**src/rtl/mem_request_unit.sv**
```systemverilog
// rtl/mem_request_unit.sv - fetch/load/store request unit with watchdog, sticky halt/error and perf counters
module mem_request_unit #(
  parameter int TIMEOUT = 255,
  parameter int CNT_W   = 32
) (
  input  logic             CLK,
  input  logic             nRST,
  input  logic             ihit,
  input  logic             dhit,
  input  logic             mem_rd_i,
  input  logic             mem_wr_i,
  input  logic             halt_i,
  output logic             iREN,
  output logic             dREN,
  output logic             dWEN,
  output logic             pc_en_o,
  output logic             halt_o,
  output logic             err_o,
  output logic [CNT_W-1:0] ifetch_cnt,
  output logic [CNT_W-1:0] load_cnt,
  output logic [CNT_W-1:0] store_cnt
);

  localparam int TO_W = $clog2(TIMEOUT + 1);
  localparam logic [TO_W-1:0]  WD_LAST = TO_W'(TIMEOUT - 1);
  localparam logic [CNT_W-1:0] CNT_MAX = '1;

  typedef enum logic [1:0] {IDLE, DREQ, HALT, ERROR} state_t;

  state_t           state_q, state_d;
  logic             dren_q, dren_d;
  logic             dwen_q, dwen_d;
  logic             halt_q, halt_d;
  logic             err_q, err_d;
  logic [TO_W-1:0]  wd_q, wd_d;
  logic [CNT_W-1:0] ifetch_q, ifetch_d;
  logic [CNT_W-1:0] load_q, load_d;
  logic [CNT_W-1:0] store_q, store_d;
  logic             iren;
  logic             pc_en;

  // Counters stick at all-ones instead of wrapping.
  function automatic logic [CNT_W-1:0] sat_inc(input logic [CNT_W-1:0] v);
    return (v == CNT_MAX) ? v : v + CNT_W'(1);
  endfunction

  // State register and all registered outputs; reset clears everything immediately.
  always_ff @(posedge CLK or negedge nRST) begin
    if (!nRST) begin
      state_q  <= IDLE;
      dren_q   <= 1'b0;
      dwen_q   <= 1'b0;
      halt_q   <= 1'b0;
      err_q    <= 1'b0;
      wd_q     <= '0;
      ifetch_q <= '0;
      load_q   <= '0;
      store_q  <= '0;
    end else begin
      state_q  <= state_d;
      dren_q   <= dren_d;
      dwen_q   <= dwen_d;
      halt_q   <= halt_d;
      err_q    <= err_d;
      wd_q     <= wd_d;
      ifetch_q <= ifetch_d;
      load_q   <= load_d;
      store_q  <= store_d;
    end
  end

  // Next-state, request enables, watchdog, counters and combinational iREN/pc_en.
  always_comb begin
    state_d  = state_q;
    dren_d   = dren_q;
    dwen_d   = dwen_q;
    halt_d   = halt_q;
    err_d    = err_q;
    wd_d     = wd_q;
    ifetch_d = ifetch_q;
    load_d   = load_q;
    store_d  = store_q;
    iren     = 1'b0;
    pc_en    = 1'b0;

    case (state_q)
      IDLE: begin
        iren = 1'b1;
        wd_d = '0;
        if (ihit) begin
          ifetch_d = sat_inc(ifetch_q);
          if (halt_i) begin
            // Halt takes priority; any decoded memory op is discarded.
            state_d = HALT;
            halt_d  = 1'b1;
          end else if (mem_wr_i) begin
            // A store wins when both read and write are decoded.
            state_d = DREQ;
            dwen_d  = 1'b1;
            dren_d  = 1'b0;
          end else if (mem_rd_i) begin
            state_d = DREQ;
            dren_d  = 1'b1;
            dwen_d  = 1'b0;
          end else begin
            pc_en = 1'b1;
          end
        end
      end

      DREQ: begin
        if (dhit) begin
          // Service on the expiry cycle still counts as success.
          state_d = IDLE;
          pc_en   = 1'b1;
          dren_d  = 1'b0;
          dwen_d  = 1'b0;
          wd_d    = '0;
          if (dwen_q) store_d = sat_inc(store_q);
          else        load_d  = sat_inc(load_q);
        end else if (wd_q == WD_LAST) begin
          state_d = ERROR;
          err_d   = 1'b1;
          dren_d  = 1'b0;
          dwen_d  = 1'b0;
          wd_d    = '0;
        end else begin
          wd_d = wd_q + TO_W'(1);
        end
      end

      HALT: begin
        dren_d = 1'b0;
        dwen_d = 1'b0;
      end

      default: begin
        dren_d = 1'b0;
        dwen_d = 1'b0;
      end
    endcase
  end

  assign iREN       = iren;
  assign pc_en_o    = pc_en;
  assign dREN       = dren_q;
  assign dWEN       = dwen_q;
  assign halt_o     = halt_q;
  assign err_o      = err_q;
  assign ifetch_cnt = ifetch_q;
  assign load_cnt   = load_q;
  assign store_cnt  = store_q;

endmodule

```
**config.mk**
```make
export PLATFORM = sky130hd
export DESIGN_NAME = mem_request_unit
export DESIGN_NICKNAME = d
export VERILOG_FILES = /design/src/rtl/mem_request_unit.sv
export SDC_FILE = /design/constraint.sdc
export NUM_CORES = 1
export LEC_CHECK = 0
export BUFFER_PORTS_ARGS = -buffer_cell sky130_fd_sc_hd__buf_4
export CAP_MARGIN = 30
export CORE_MARGIN = 2
export CORE_UTILIZATION = 52
export CTS_BUF_LIST = sky130_fd_sc_hd__clkbuf_8
export CTS_CLUSTER_SIZE = 14
export DETAILED_ROUTE_END_ITERATION = 6
export PLACE_DENSITY = 0.79
export RECOVER_POWER = 100
export SYNTH_ARGS = -nofsm -noshare
export SYNTH_HDL_FRONTEND = slang
export SYNTH_SLANG_ARGS = --single-unit
export TNS_END_PERCENT = 100
```
**constraint.sdc**
```tcl
create_clock -name CLK -period 2.25 [get_ports CLK]
set_input_delay 0.3375 -clock CLK [delete_from_list [all_inputs] [get_ports CLK]]
set_output_delay 0.3375 -clock CLK [all_outputs]
set_load 0.02 [all_outputs]
```
==> metrics.txt <==
# TYPE chip_impl_metric gauge
chip_impl_metric{name="drtPass1Iterations",unit=""} 5
chip_impl_info{name="critical_path.cell_chain",value="ha_1, nand2_1, or4_4, or4_4, nand2_4, mux2_4"} 1
chip_impl_metric{name="htreeDepth",unit=""} 3
chip_impl_metric{name="async_reset_ff_frac",unit=""} 1.00
chip_impl_metric{name="synth_edf_count",unit=""} 0
chip_impl_metric{name="yosysSeqAreaShare",unit=""} 0.501
chip_impl_metric{name="syn-cell-area",unit="um^2"} 5500
chip_impl_info{name="cp-start-kind",value="flop"} 1
chip_impl_metric{name="final_period_minus_worst_setup_slack",unit="ns"} 2.17
chip_impl_metric{name="cap_violations",unit=""} 0
chip_impl_metric{name="setup-tns-final",unit="ns"} 0
chip_impl_metric{name="routedWlPerCell",unit="um"} 15.6
chip_impl_metric{name="pwr_dens",unit="nW/um^2"} 556
chip_impl_metric{name="cts_num_sinks",unit=""} 110
chip_impl_metric{name="p_int",unit="mW"} 2.58
chip_impl_info{name="critical-path-top-cell-by-count",value="or4_4"} 1
chip_impl_metric{name="flow.area_growth_from_synthesis",unit="%"} 15.2
chip_impl_metric{name="clkTransAtPathRegs",unit="ns"} 0.10
chip_impl_metric{name="height_of_the_die",unit="um"} 107
chip_impl_metric{name="mappedNetlistNets",unit=""} 543
chip_impl_metric{name="detail_route.vias_per_cell",unit=""} 5.69
chip_impl_metric{name="p_leak",unit="nW"} 2.75
chip_impl_metric{name="clock_latency",unit="ns"} 0.38
chip_impl_metric{name="route.met2.wl",unit="um"} 6070
chip_impl_metric{name="gpl.final_weighted_congestion",unit=""} 0.853
chip_impl_metric{name="m1WireLength",unit="um"} 5530
chip_impl_metric{name="total_power",unit="mW"} 3.52
chip_impl_info{name="tritoncts",value="yes"} 1
chip_impl_metric{name="share_of_cells_above_drive_strength_1",unit=""} 0.0847
chip_impl_metric{name="floorplan.rows",unit=""} 37
chip_impl_metric{name="cts.path.max_buffers",unit=""} 2
chip_impl_metric{name="postSynthRegisterBits",unit=""} 110
chip_impl_metric{name="finalInstanceArea",unit="um^2"} 6330
chip_impl_metric{name="detailroute.wirelength.met3",unit="um"} 635
chip_impl_metric{name="synth_cell_type_count",unit=""} 64
chip_impl_metric{name="design.die.area",unit="um^2"} 11400
chip_impl_metric{name="required",unit="ns"} 2.52
chip_impl_metric{name="worst_slew_margin_rel",unit=""} 0.0990
chip_impl_metric{name="num-nets-final",unit=""} 668
chip_impl_info{name="ctsRootBufferMaster",value="clkbuf_8"} 1
chip_impl_metric{name="timing.critical_path.arrival",unit="ns"} 2.44
chip_impl_metric{name="place_hpwl",unit="um"} 9180
chip_impl_metric{name="cts_hold_buffers",unit=""} 0
chip_impl_metric{name="setup_failing_eps_final",unit=""} 0
chip_impl_metric{name="floorplan.core_area",unit="um^2"} 10300
chip_impl_metric{name="num_antenna_cells",unit=""} 0
chip_impl_info{name="path_delay_family",value="simple AND/OR/NAND/NOR gates"} 1
chip_impl_metric{name="cts_inserted_buffers",unit=""} 9
chip_impl_metric{name="floorplan.io_pins",unit=""} 109
chip_impl_metric{name="drtAntennaViolNets",unit=""} 0
chip_impl_info{name="synth_area_leader_cell",value="dfrtp_1"} 1
chip_impl_info{name="yosys.cell_count.top_type",value="dfrtp_1"} 1
chip_impl_info{name="timing.critical_path.slowest_stage_cell",value="or4_4"} 1
chip_impl_metric{name="slew_viol_final",unit=""} 0
chip_impl_metric{name="clock-skew-final",unit="ns"} 0.0104
chip_impl_metric{name="global_route.usage.total",unit=""} 0.225
chip_impl_metric{name="power.clock.fraction",unit=""} 0.314
chip_impl_metric{name="postRouteWirelength",unit="um"} 12400
chip_impl_info{name="cp-end-kind",value="flop"} 1
chip_impl_metric{name="grt_start_max_net_pins",unit=""} 57
chip_impl_metric{name="timing_worst_slew_pin_value",unit="ns"} 1.35
chip_impl_metric{name="die_width",unit="um"} 107
chip_impl_metric{name="drt_first_iter_violations",unit=""} 230
chip_impl_info{name="hold_path.class",value="in2reg"} 1
chip_impl_metric{name="dr_total_vias",unit=""} 4531
chip_impl_info{name="synth_top_cells_by_area",value="dfrtp_1 (50%), xnor2_1 (9.6%), xor2_1 (4.5%)"} 1
chip_impl_metric{name="hold_viol",unit=""} 0
chip_impl_info{name="synth_commonest_cells",value="dfrtp_1 (110), xnor2_1 (60), nand2_1 (48)"} 1
chip_impl_metric{name="cpPeakStageDelay",unit="ns"} 0.50
chip_impl_info{name="synthFlopType",value="dfrtp_1"} 1
chip_impl_info{name="status",value="completed"} 1
chip_impl_info{name="dr.max_layer_used",value="met4"} 1
chip_impl_metric{name="post-synth-top-area-fraction",unit=""} 0.501
chip_impl_metric{name="timing.fmax",unit="MHz"} 462
chip_impl_metric{name="grt_antenna_before_repair",unit=""} 0
chip_impl_metric{name="yosysWarnings",unit=""} 0
chip_impl_metric{name="pwr-share-comb",unit=""} 0.080
chip_impl_metric{name="placedInstanceArea",unit="um^2"} 6560
chip_impl_metric{name="first_global_vias",unit=""} 4301
chip_impl_metric{name="share_of_the_cycle_needed_by_the_critical_path_after_routing",unit=""} 0.963
chip_impl_metric{name="netSwitchingPower",unit="mW"} 0.944
chip_impl_metric{name="irDropWorstVdd",unit="uV"} 273
chip_impl_metric{name="cp.buffers_inverters",unit=""} 0
chip_impl_metric{name="switching_share",unit=""} 0.268
chip_impl_metric{name="cts.repair_timing.setup_buffer_count",unit=""} 0
chip_impl_metric{name="wire_length_of_the_first_global_routing_pass",unit="um"} 20600
chip_impl_metric{name="syn-instance-count",unit=""} 531
chip_impl_metric{name="start_util",unit=""} 0.535
chip_impl_metric{name="drc",unit=""} 0
chip_impl_metric{name="grt.overflow.total",unit=""} 0
chip_impl_metric{name="synth_area_per_cell",unit="um^2"} 10.3
chip_impl_info{name="rsz0062_at_grt",value="false"} 1
chip_impl_metric{name="critPathMaxFanout",unit=""} 7
chip_impl_metric{name="number_of_buffers_added_on_ports",unit=""} 108
chip_impl_info{name="timing.setup.critical_path_class",value="reg2reg"} 1
chip_impl_metric{name="sequentialPowerShare",unit=""} 0.606
power by group through the flow:
stage | Sequential [mW] | Clock, mW | Combinational, mW
3_5_place_dp | 2.17 | 0 | 0.307
3_3_place_gp | 2.16 | 0 | 0.300
4_1_cts | 2.13 | 1.14 | 0.309
6_report | 2.13 | 1.11 | 0.282
2_1_floorplan | 2.19 | 0 | 0.130
5_1_grt | 2.15 | 1.22 | 0.318
registers in the layout (all words and copies together) (netlist names):
name / flops
ifetch_cnt: 32
load_cnt: 32
halt_o: 1
err_o: 1
wd_q: 8
dREN: 1
dWEN: 1
state_q: 2
store_cnt: 32
kinds of logic after synthesis:
| logic type | after synthesis | share of synthesized area |
|---|---|---|
| xor+xnor | 88 | 0.140 |
| fa+ha+maj | 5 | 0.0114 |
| simple gates | 255 | 0.260 |
| mux | 5 | 0.0105 |
| compound gates | 44 | 0.0578 |
| buf+inv | 24 | 0.0191 |
| flops | 110 | 0.501 |
cell usage in the layout, fill, tap and decap left out, drive strengths merged, types with 3 or more instances in the layout:
cell type and n:
a21oi 6, a31oi 4, and2 6, and3 18, and4 12, buf 18
clkbuf 117, dfrtp 110, ha 5, inv 15, mux2 3, nand2 50
nand3 47, nand4 39, nor2 38, nor3 15, nor3b 4, nor4 8
o21ai 13, or2 3, or3 3, or4 3, xnor2 60, xor2 28
timing repair:
item,4_1_cts,5_1_grt
resized for setup,0,2
endpoints found under the setup margin,0,9
hold endpoints to repair,0,0
final timing paths:
check                                          start                         end  slack (ns)  cells after the start
min                                           halt_i          halt_o$_DFFE_PN0P_        0.20                      2
min reg2reg                       halt_o$_DFFE_PN0P_          halt_o$_DFFE_PN0P_        0.47                      1
max reg2reg                ifetch_cnt[0]$_DFFE_PN0P_   ifetch_cnt[1]$_DFFE_PN0P_        0.08                      6
max                        ifetch_cnt[0]$_DFFE_PN0P_   ifetch_cnt[1]$_DFFE_PN0P_        0.08                      6
min in group asynchronous                       nRST   ifetch_cnt[1]$_DFFE_PN0P_        0.26                      1
max in group asynchronous                       nRST  ifetch_cnt[24]$_DFFE_PN0P_        0.61                      2
per-layer routing:
layer / vias to the layer above / global-route usage
met5: - / 0
met2: 121 / 0.363
met4: 0 / 0.0872
met3: 14 / 0.0347
li1: 2156 / -
met1: 2240 / 0.309
area by class of cell:
type / instances / area, um^2
Fill cell: 964 / 3950
Sequential cell: 110 / 2750
Multi-Input combinational cell: 397 / 2640
Timing Repair Buffer: 125 / 543
Tap cell: 136 / 170
Clock buffer: 10 / 138
Inverter: 13 / 48.8
Clock inverter: 6 / 37.5
worst reg2reg max path, delay by kind of cell (launching register included):
kind                     cells  cell delay [ns]
adder cells (fa/ha/maj)      1             0.20
flip-flops                   1             0.47
multiplexers                 1             0.29
AND/OR/NAND/NOR              4             1.10
through the flow:
| step | hold slack, ns | utilization | setup WS (ns) | instances |
|---|---|---|---|---|
| final | 0.197 | 0.616 | 0.0840 | 797 |
| after global routing | 0.207 | 0.616 | 0.00206 | 797 |
| after CTS | 0.0203 | 0.656 | 0.130 | 797 |
| after detailed placement | 0.437 | 0.639 | 0.153 | 781 |
| after global placement | 0.433 | 0.639 | 0.195 | 781 |
| after floorplan | 0.0419 | - | 0.00907 | 531 |
No activity file was read; power rests on OpenSTA's default activity.
